--- src/rtl/rram_pkg.sv ---
// Shared constants for the RRAM array sequencer: opcodes, line codes,
// FSM states and instruction field positions.
package rram_pkg;

  localparam logic [3:0] OP_WRITE  = 4'd1;
  localparam logic [3:0] OP_READ   = 4'd2;
  localparam logic [3:0] OP_MAC    = 4'd3;
  localparam logic [3:0] OP_CONF_T = 4'd4;
  localparam logic [3:0] OP_CONF_V = 4'd5;

  localparam logic [1:0] CODE_IDLE = 2'b11;
  localparam logic [1:0] CODE_READ = 2'b01;
  localparam logic [1:0] CODE_SEL  = 2'b00;

  localparam int OP_LSB     = 28;
  localparam int ROW_LSB    = 8;
  localparam int COL_LSB    = 0;
  localparam int MAC_FW     = 7;
  localparam int MAC_CS_LSB = 21;
  localparam int MAC_CE_LSB = 14;
  localparam int MAC_RS_LSB = 7;
  localparam int MAC_RE_LSB = 0;

  // Internal line-index width: holds 0..256 plus a MAC group overshoot.
  localparam int IDX_W = 9;
  typedef logic [IDX_W-1:0] idx_t;

  typedef enum logic [2:0] {
    IDLE, WR_PULSE, RD_PRE, RD_SENSE, MAC_PRE, MAC_CONV
  } state_t;

endpackage

--- src/rtl/rram_line_driver.sv ---
// Range decoder: lines lo..hi get the active code, every other line idles.
module rram_line_driver
  import rram_pkg::*;
#(
  parameter int N = 16
) (
  input  logic [IDX_W-1:0] lo,
  input  logic [IDX_W-1:0] hi,
  input  logic [1:0]       code,
  input  logic             en,
  output logic [2*N-1:0]   codes
);

  always_comb begin
    codes = {N{CODE_IDLE}};
    for (int i = 0; i < N; i++) begin
      if (en && IDX_W'(i) >= lo && IDX_W'(i) <= hi) codes[2*i +: 2] = code;
    end
  end

endmodule

--- src/rtl/rram_array_sequencer.sv ---
// Instruction sequencer for one RRAM macro: write pulses, precharge/sense
// reads and row-group MAC, with all periphery controls driven from flops.
module rram_array_sequencer
  import rram_pkg::*;
#(
  parameter int ROWS        = 16,
  parameter int COLS        = 16,
  parameter int MUX_IN      = 8,
  parameter int WL_PER_STEP = 4,
  parameter int AW          = 8
) (
  input  logic                      clk,
  input  logic                      rst,
  input  logic                      instr_valid,
  output logic                      instr_ready,
  input  logic [31:0]               instruction,
  output logic                      done,
  output logic                      err_illegal,
  output logic [2*ROWS-1:0]         wl_code,
  output logic [2*COLS-1:0]         bl_code,
  output logic [2*COLS-1:0]         sl_code,
  output logic                      enable_wl,
  output logic                      enable_bl,
  output logic                      enable_sl,
  output logic                      pre,
  output logic [$clog2(MUX_IN)-1:0] s_mux1,
  output logic [$clog2(MUX_IN)-1:0] s_mux2,
  output logic                      sel_csa1,
  output logic                      sel_csa2,
  output logic                      sel_adc1,
  output logic                      sel_adc2,
  output logic                      saen_csa1,
  output logic                      saen_csa2,
  output logic                      clk_en_adc1,
  output logic                      clk_en_adc2,
  output logic                      mac_mux,
  output logic [7:0]                mac_step
);

  localparam int   SW     = $clog2(MUX_IN);
  localparam idx_t ROWS_I = IDX_W'(ROWS);
  localparam idx_t COLS_I = IDX_W'(COLS);
  localparam idx_t MUX_I  = IDX_W'(MUX_IN);
  localparam idx_t WPS_I  = IDX_W'(WL_PER_STEP);

  state_t     state_q, state_d;
  logic [7:0] cnt_q, cnt_d, step_q, step_d, t_mult_q, t_mult_d;
  logic [1:0] v_sel_q, v_sel_d;
  idx_t       row_lo_q, row_lo_d, row_end_q, row_end_d;
  idx_t       col_lo_q, col_lo_d, col_hi_q, col_hi_d;
  logic       done_d, err_d;

  logic [3:0] op;
  idx_t       row_f, col_f, mcs, mce, mrs, mre;
  logic       rw_bad, mac_bad;

  assign op      = instruction[OP_LSB +: 4];
  assign row_f   = idx_t'(instruction[ROW_LSB +: AW]);
  assign col_f   = idx_t'(instruction[COL_LSB +: AW]);
  assign mcs     = idx_t'(instruction[MAC_CS_LSB +: MAC_FW]);
  assign mce     = idx_t'(instruction[MAC_CE_LSB +: MAC_FW]);
  assign mrs     = idx_t'(instruction[MAC_RS_LSB +: MAC_FW]);
  assign mre     = idx_t'(instruction[MAC_RE_LSB +: MAC_FW]);
  assign rw_bad  = (row_f >= ROWS_I) || (col_f >= COLS_I);
  assign mac_bad = (mrs > mre) || (mcs > mce) || (mre >= ROWS_I) || (mce >= COLS_I);

  assign instr_ready = (state_q == IDLE);

  // NOTE: every variable gets a default before the case so no path infers a latch.
  always_comb begin
    state_d   = state_q;
    cnt_d     = cnt_q;
    step_d    = step_q;
    t_mult_d  = t_mult_q;
    v_sel_d   = v_sel_q;
    row_lo_d  = row_lo_q;
    row_end_d = row_end_q;
    col_lo_d  = col_lo_q;
    col_hi_d  = col_hi_q;
    done_d    = 1'b0;
    err_d     = 1'b0;
    unique case (state_q)
      IDLE: if (instr_valid) begin
        done_d = 1'b1;
        case (op)
          OP_WRITE, OP_READ: begin
            if (rw_bad) begin
              err_d = 1'b1;
            end else begin
              done_d    = 1'b0;
              state_d   = (op == OP_WRITE) ? WR_PULSE : RD_PRE;
              cnt_d     = t_mult_q;
              row_lo_d  = row_f;
              row_end_d = row_f;
              col_lo_d  = col_f;
              col_hi_d  = col_f;
            end
          end
          OP_MAC: begin
            if (mac_bad) begin
              err_d = 1'b1;
            end else begin
              done_d    = 1'b0;
              state_d   = MAC_PRE;
              step_d    = 8'd0;
              row_lo_d  = mrs;
              row_end_d = mre;
              col_lo_d  = mcs;
              col_hi_d  = mce;
            end
          end
          OP_CONF_T: t_mult_d = instruction[7:0];
          OP_CONF_V: v_sel_d  = instruction[1:0];
          default:   err_d    = 1'b1;
        endcase
      end
      WR_PULSE: begin
        if (cnt_q == 8'd0) begin
          state_d = IDLE;
          done_d  = 1'b1;
        end else begin
          cnt_d = cnt_q - 8'd1;
        end
      end
      RD_PRE:   state_d = RD_SENSE;
      RD_SENSE: begin
        state_d = IDLE;
        done_d  = 1'b1;
      end
      MAC_PRE:  state_d = MAC_CONV;
      MAC_CONV: begin
        if (row_lo_q + WPS_I > row_end_q) begin
          state_d = IDLE;
          done_d  = 1'b1;
        end else begin
          state_d  = MAC_PRE;
          row_lo_d = row_lo_q + WPS_I;
          step_d   = step_q + 8'd1;
        end
      end
      default: state_d = IDLE;
    endcase
  end

  // Output decode works on next-state values so the flops below present
  // the active pattern in the first cycle after acceptance.
  idx_t       wl_hi_d;
  logic       wl_on, col_on, bank1, bank2;
  logic [1:0] bl_val, sl_val, wr_code;
  logic       en_wl_d, en_bl_d, en_sl_d, pre_d, mac_mux_d;
  logic       sel_csa1_d, sel_csa2_d, sel_adc1_d, sel_adc2_d;
  logic       saen1_d, saen2_d, clk_en1_d, clk_en2_d;
  logic [SW-1:0] s_mux1_d, s_mux2_d;
  logic [7:0]    mac_step_d;
  logic [2*ROWS-1:0] wl_code_d;
  logic [2*COLS-1:0] bl_code_d, sl_code_d;

  assign wl_hi_d = (row_lo_d + WPS_I - idx_t'(1) < row_end_d) ?
                   row_lo_d + WPS_I - idx_t'(1) : row_end_d;
  assign bank1   = col_lo_d < MUX_I;
  assign bank2   = col_hi_d >= MUX_I;
  assign wr_code = (v_sel_q == 2'b11) ? CODE_SEL : v_sel_q;

  always_comb begin
    wl_on = 1'b0;  col_on = 1'b0;
    bl_val = CODE_IDLE;  sl_val = CODE_IDLE;
    en_wl_d = 1'b0;  en_bl_d = 1'b0;  en_sl_d = 1'b0;  pre_d = 1'b1;
    sel_csa1_d = 1'b0;  sel_csa2_d = 1'b0;  sel_adc1_d = 1'b0;  sel_adc2_d = 1'b0;
    saen1_d = 1'b0;  saen2_d = 1'b0;  clk_en1_d = 1'b0;  clk_en2_d = 1'b0;
    s_mux1_d = '0;  s_mux2_d = '0;  mac_mux_d = 1'b0;  mac_step_d = 8'd0;
    unique case (state_d)
      WR_PULSE: begin
        wl_on = 1'b1;  col_on = 1'b1;
        bl_val = wr_code;  sl_val = wr_code;
        en_wl_d = 1'b1;  en_bl_d = 1'b1;  en_sl_d = 1'b1;
      end
      RD_PRE, RD_SENSE: begin
        wl_on = 1'b1;  col_on = 1'b1;
        bl_val = CODE_READ;  sl_val = CODE_SEL;
        // MUX_IN is a power of two, so the low bits are the in-bank column.
        sel_csa1_d = bank1;  sel_csa2_d = !bank1;
        if (bank1) s_mux1_d = col_lo_d[SW-1:0];
        else       s_mux2_d = col_lo_d[SW-1:0];
        if (state_d == RD_PRE) begin
          pre_d = 1'b0;
        end else begin
          en_wl_d = 1'b1;  en_bl_d = 1'b1;
          saen1_d = bank1;  saen2_d = !bank1;
        end
      end
      MAC_PRE, MAC_CONV: begin
        wl_on = 1'b1;  col_on = 1'b1;
        bl_val = CODE_READ;  sl_val = CODE_SEL;
        mac_mux_d = 1'b1;  mac_step_d = step_d;
        sel_adc1_d = bank1;  sel_adc2_d = bank2;
        if (state_d == MAC_PRE) begin
          pre_d = 1'b0;
        end else begin
          en_wl_d = 1'b1;  en_bl_d = 1'b1;
          clk_en1_d = bank1;  clk_en2_d = bank2;
        end
      end
      default: ;
    endcase
  end

  rram_line_driver #(.N(ROWS)) u_wl (
    .lo(row_lo_d), .hi(wl_hi_d), .code(CODE_SEL), .en(wl_on), .codes(wl_code_d)
  );
  rram_line_driver #(.N(COLS)) u_bl (
    .lo(col_lo_d), .hi(col_hi_d), .code(bl_val), .en(col_on), .codes(bl_code_d)
  );
  rram_line_driver #(.N(COLS)) u_sl (
    .lo(col_lo_d), .hi(col_hi_d), .code(sl_val), .en(col_on), .codes(sl_code_d)
  );

  // NOTE: non-blocking assignments so every flop samples pre-edge values.
  always_ff @(posedge clk or negedge rst) begin
    if (!rst) begin
      state_q  <= IDLE;
      cnt_q    <= '0;  step_q    <= '0;
      t_mult_q <= '0;  v_sel_q   <= '0;
      row_lo_q <= '0;  row_end_q <= '0;
      col_lo_q <= '0;  col_hi_q  <= '0;
    end else begin
      state_q  <= state_d;
      cnt_q    <= cnt_d;     step_q    <= step_d;
      t_mult_q <= t_mult_d;  v_sel_q   <= v_sel_d;
      row_lo_q <= row_lo_d;  row_end_q <= row_end_d;
      col_lo_q <= col_lo_d;  col_hi_q  <= col_hi_d;
    end
  end

  always_ff @(posedge clk or negedge rst) begin
    if (!rst) begin
      done <= 1'b0;  err_illegal <= 1'b0;
      wl_code <= '1;  bl_code <= '1;  sl_code <= '1;
      enable_wl <= 1'b0;  enable_bl <= 1'b0;  enable_sl <= 1'b0;  pre <= 1'b1;
      s_mux1 <= '0;  s_mux2 <= '0;
      sel_csa1 <= 1'b0;  sel_csa2 <= 1'b0;  sel_adc1 <= 1'b0;  sel_adc2 <= 1'b0;
      saen_csa1 <= 1'b0;  saen_csa2 <= 1'b0;  clk_en_adc1 <= 1'b0;  clk_en_adc2 <= 1'b0;
      mac_mux <= 1'b0;  mac_step <= '0;
    end else begin
      done <= done_d;  err_illegal <= err_d;
      wl_code <= wl_code_d;  bl_code <= bl_code_d;  sl_code <= sl_code_d;
      enable_wl <= en_wl_d;  enable_bl <= en_bl_d;  enable_sl <= en_sl_d;  pre <= pre_d;
      s_mux1 <= s_mux1_d;  s_mux2 <= s_mux2_d;
      sel_csa1 <= sel_csa1_d;  sel_csa2 <= sel_csa2_d;
      sel_adc1 <= sel_adc1_d;  sel_adc2 <= sel_adc2_d;
      saen_csa1 <= saen1_d;  saen_csa2 <= saen2_d;
      clk_en_adc1 <= clk_en1_d;  clk_en_adc2 <= clk_en2_d;
      mac_mux <= mac_mux_d;  mac_step <= mac_step_d;
    end
  end

endmodule

--- config.mk ---
export PLATFORM = sky130hd
export DESIGN_NAME = rram_array_sequencer
export DESIGN_NICKNAME = d
export VERILOG_FILES = /design/src/rtl/rram_pkg.sv /design/src/rtl/rram_line_driver.sv /design/src/rtl/rram_array_sequencer.sv
export SDC_FILE = /design/constraint.sdc
export NUM_CORES = 1
export LEC_CHECK = 0
export BUFFER_PORTS_ARGS = -buffer_cell sky130_fd_sc_hd__buf_4
export CORE_MARGIN = 10
export CORE_UTILIZATION = 41
export DETAILED_ROUTE_END_ITERATION = 16
export HOLD_SLACK_MARGIN = 0.08
export PLACE_DENSITY = 0.68
export SYNTH_ARGS = -nofsm -noshare
export SYNTH_HDL_FRONTEND = slang
export SYNTH_SLANG_ARGS = --single-unit
--- constraint.sdc ---
create_clock -name clk -period 4.89 [get_ports clk]
set_clock_uncertainty 0.15 [all_clocks]
set_input_delay 0.7335 -clock clk [delete_from_list [all_inputs] [get_ports clk]]
set_output_delay 0.7335 -clock clk [all_outputs]
set_load 0.005 [all_outputs]
==> impl_metrics.env <==
export IMPL_status="finished with violations"
export IMPL_violations="setup timing"
export IMPL_initial_core_util=0.415
export IMPL_cts_buffers=17
export IMPL_dp_cells=1384
export IMPL_root_buffer="clkbuf_16"
export IMPL_fmax_ghz=0.194
export IMPL_setup_viol=15
export IMPL_drv_slew=0
export IMPL_drt_wl_total_mm=25.3
export IMPL_synth_edff_count=0
export IMPL_grt_pass1_wl_mm=38.7
export IMPL_first_iter_violations=511
export IMPL_layout_setup_ws_ns=-0.258
export IMPL_wl_met2_mm=12.9
export IMPL_std_cell_rows=52
export IMPL_cts_tree="built"
export IMPL_r2r_end="wl_code[5]$_DFF_PN1_"
export IMPL_cts_max_path_buffers=2
export IMPL_post_route_drc_count=0
export IMPL_reg2reg_from="row_lo_q[2]$_DFF_PN0_"
export IMPL_diodes=0
export IMPL_avgSynthCellArea_um2=9.60
export IMPL_antenna_left=0
export IMPL_rsz0062_at_grt="yes"
export IMPL_hpwlAfterDp_mm=19.3
export IMPL_area_delta_synth_final_pct=40.3
export IMPL_worstPathMaxFanout=7
export IMPL_cellPowerDensity_nw_per_um2=331
export IMPL_finalHoldViolCount=0
export IMPL_drive_above_1_share=0.437
export IMPL_r2r_slack_ns=-0.26
export IMPL_die_area_um2=26400
export IMPL_hp_class="in2async"
export IMPL_placed_area_um2=10700
export IMPL_synthCells=868
export IMPL_top_layer_used="met4"
export IMPL_arrival_ns=5.34
export IMPL_cp_required_ns=5.08
export IMPL_clock_latency_ns=0.44
export IMPL_antenna_found_initial=0
export IMPL_gr_total_overflow=0
export IMPL_maxSlewHeadroom=0.323
export IMPL_cts_clk_slew_worst_paths_ns=0.07
export IMPL_grt_pass1_vias=7377
export IMPL_die_height_um=163
export IMPL_stdcell_area_um2=11700
export IMPL_fp_dieW_um=163
export IMPL_place_congestion=0.947
export IMPL_crit_type="reg2reg"
export IMPL_hold_slack_ns=0.198
export IMPL_max_slew_worst_pin_slew_ns=1.01
export IMPL_nNetsFinal=1220
export IMPL_routed_via_count=7381
export IMPL_synth_net_count=941
export IMPL_synth_cell_types=76
export IMPL_first_pass_iters=5
export IMPL_synth_warning_count=0
export IMPL_grt_use_total=0.182
export IMPL_seq_area_frac_synth=0.481
export IMPL_drt_met1_wl_mm=10.6
export IMPL_leakage_nw=5.45
export IMPL_power_total_mw=3.87
export IMPL_end_kind="flip-flop"
export IMPL_reg2reg_depth=25
export IMPL_wire_per_inst_um=17.7
export IMPL_critPathSlowestCell="o41a_1"
export IMPL_synthesis_area_um2=8340
export IMPL_async_flop_share=1.00
export IMPL_crit_path_max_incr_delay_ns=0.47
export IMPL_coreArea_um2=20100
export IMPL_ir_drop_uv=209
export IMPL_io_pins=161
export IMPL_ys_ff_latch=157
export IMPL_crit_path_start_kind="flip-flop"
export IMPL_post_route_period_util=1.05
export IMPL_avgViaCountPerCell=5.16
export IMPL_fin_crit_ns=5.15
export IMPL_grt_max_degree=85
export IMPL_cts_max_level=4
export IMPL_port_buffers=160
export IMPL_met3_wirelength_mm=1.18
export IMPL_instances_no_fill=1430
export IMPL_cap_violations=0
export IMPL_clock_sinks=157
export IMPL_cp_common_cell="o211ai_1"
export IMPL_synthFlopType="dfrtp_1"
-- per-layer routing --
metal / vias to the layer above / global-route usage
met5: - / 0
met4: 0 / 0.0611
met3: 43 / 0.0379
met2: 194 / 0.315
met1: 3589 / 0.220
li1: 3555 / -
-- registers in the layout, summed over array words and instances, names as in the netlist, 9 cells and up --
register / flops
bl_code: 17
sl_code: 31
col_hi_q: 9
row_end_q: 9
wl_code: 16
col_lo_q: 9
row_lo_q: 9
-- repair_timing --
action,in CTS,in global routing
hold buffers,0,0
resized for setup,29,42
pin swaps,28,13
buffers inserted,9,4
endpoints found under the setup margin,15,15
gates cloned,1,0
-- where the power goes --
part | internal [mW] | leakage (nW) | switching, mW
sequential | 1.40 | 1.91 | 0.0676
combinational | 0.507 | 3.26 | 0.581
clock | 0.688 | 0.285 | 0.628
total | 2.59 | 5.45 | 1.28
-- how the worst max path moves through the flow --
stage | from | endpoint | slack, ns | cells past startpoint
6_report | row_lo_q[2]$_DFF_PN0_ | wl_code[5]$_DFF_PN1_ | -0.26 | 25
4_1_cts | row_lo_q[2]$_DFF_PN0_ | wl_code[5]$_DFF_PN1_ | -0.18 | 23
5_1_grt | row_lo_q[2]$_DFF_PN0_ | wl_code[5]$_DFF_PN1_ | -0.46 | 26
2_1_floorplan | instr_valid | wl_code[13]$_DFF_PN1_ | -0.16 | 24
3_5_place_dp | instruction[20] | wl_code[5]$_DFF_PN1_ | -0.52 | 23
3_3_place_gp | row_lo_q[2]$_DFF_PN0_ | wl_code[11]$_DFF_PN1_ | -0.41 | 25
-- worst max-delay path: cells and delay by family (launching register included) --
family	cells	cell delay [ns]
AOI/OAI and AO/OA	9	1.79
muxes	1	0.18
and+or+nand+nor	7	1.44
xor gates and xnor gates	1	0.12
DFF	1	0.42
adders and majority gates	2	0.40
buffers and inverters	5	0.56
-- cells in the mapped netlist (all sizes together) (13+ instances only) --
library cell  number  share of area
nand2            108          0.049
ha                38          0.057
nand3             22          0.015
o21a              13          0.012
a21oi             40          0.024
nor2              60          0.028
clkbuf            19         0.0086
dfstp             65           0.20
buf               43          0.036
inv               63          0.028
dfrtp             92           0.28
o21ai             66          0.040
nor3              28          0.019
and2              26          0.020
-- per-stage QoR --
step	utilization	worst slack, ns	setup TNS, ns
5_1_grt	0.582	-0.460	-5.95
6_report	0.582	-0.258	-2.91
3_5_place_dp	0.530	-0.520	-7.20
3_3_place_gp	0.530	-0.409	-5.51
4_1_cts	0.571	-0.181	-2.23
2_1_floorplan	-	-0.159	-1.84
-- final cells by class --
class	count	area, um2
Sequential cell	157	4010
Tap cell	270	338
Multi-Input combinational cell	587	4070
Clock inverter	15	168
Timing Repair Buffer	321	2450
Inverter	63	236
Fill cell	1705	8400
Clock buffer	17	425
-- cell families (layout without fill, tap and decap cells) --
group                    count (synthesis)  in the layout  share of synthesized area
AO/OA/AOI/OAI                          200            200                      0.161
buffers and inverters                  125            416                     0.0732
adder cells (fa/ha/maj)                 39             39                     0.0582
AND/OR/NAND/NOR                        324            325                      0.200
flip-flops                             157            157                      0.481
multiplexers                             9              9                     0.0111
XOR/XNOR                                14             14                     0.0147
-- layout by cell type (no fill, tap or decap), drive strengths merged, types with 17 or more instances in the layout --
| cell type | n |
|---|---|
| nor3 | 28 |
| nor2 | 60 |
| dfstp | 65 |
| clkbuf | 17 |
| dfrtp | 92 |
| ha | 38 |
| inv | 71 |
| nand2 | 108 |
| nand3 | 23 |
| buf | 321 |
| o21ai | 66 |
| a21oi | 40 |
| and2 | 26 |
(Power assumes the default switching activity.)
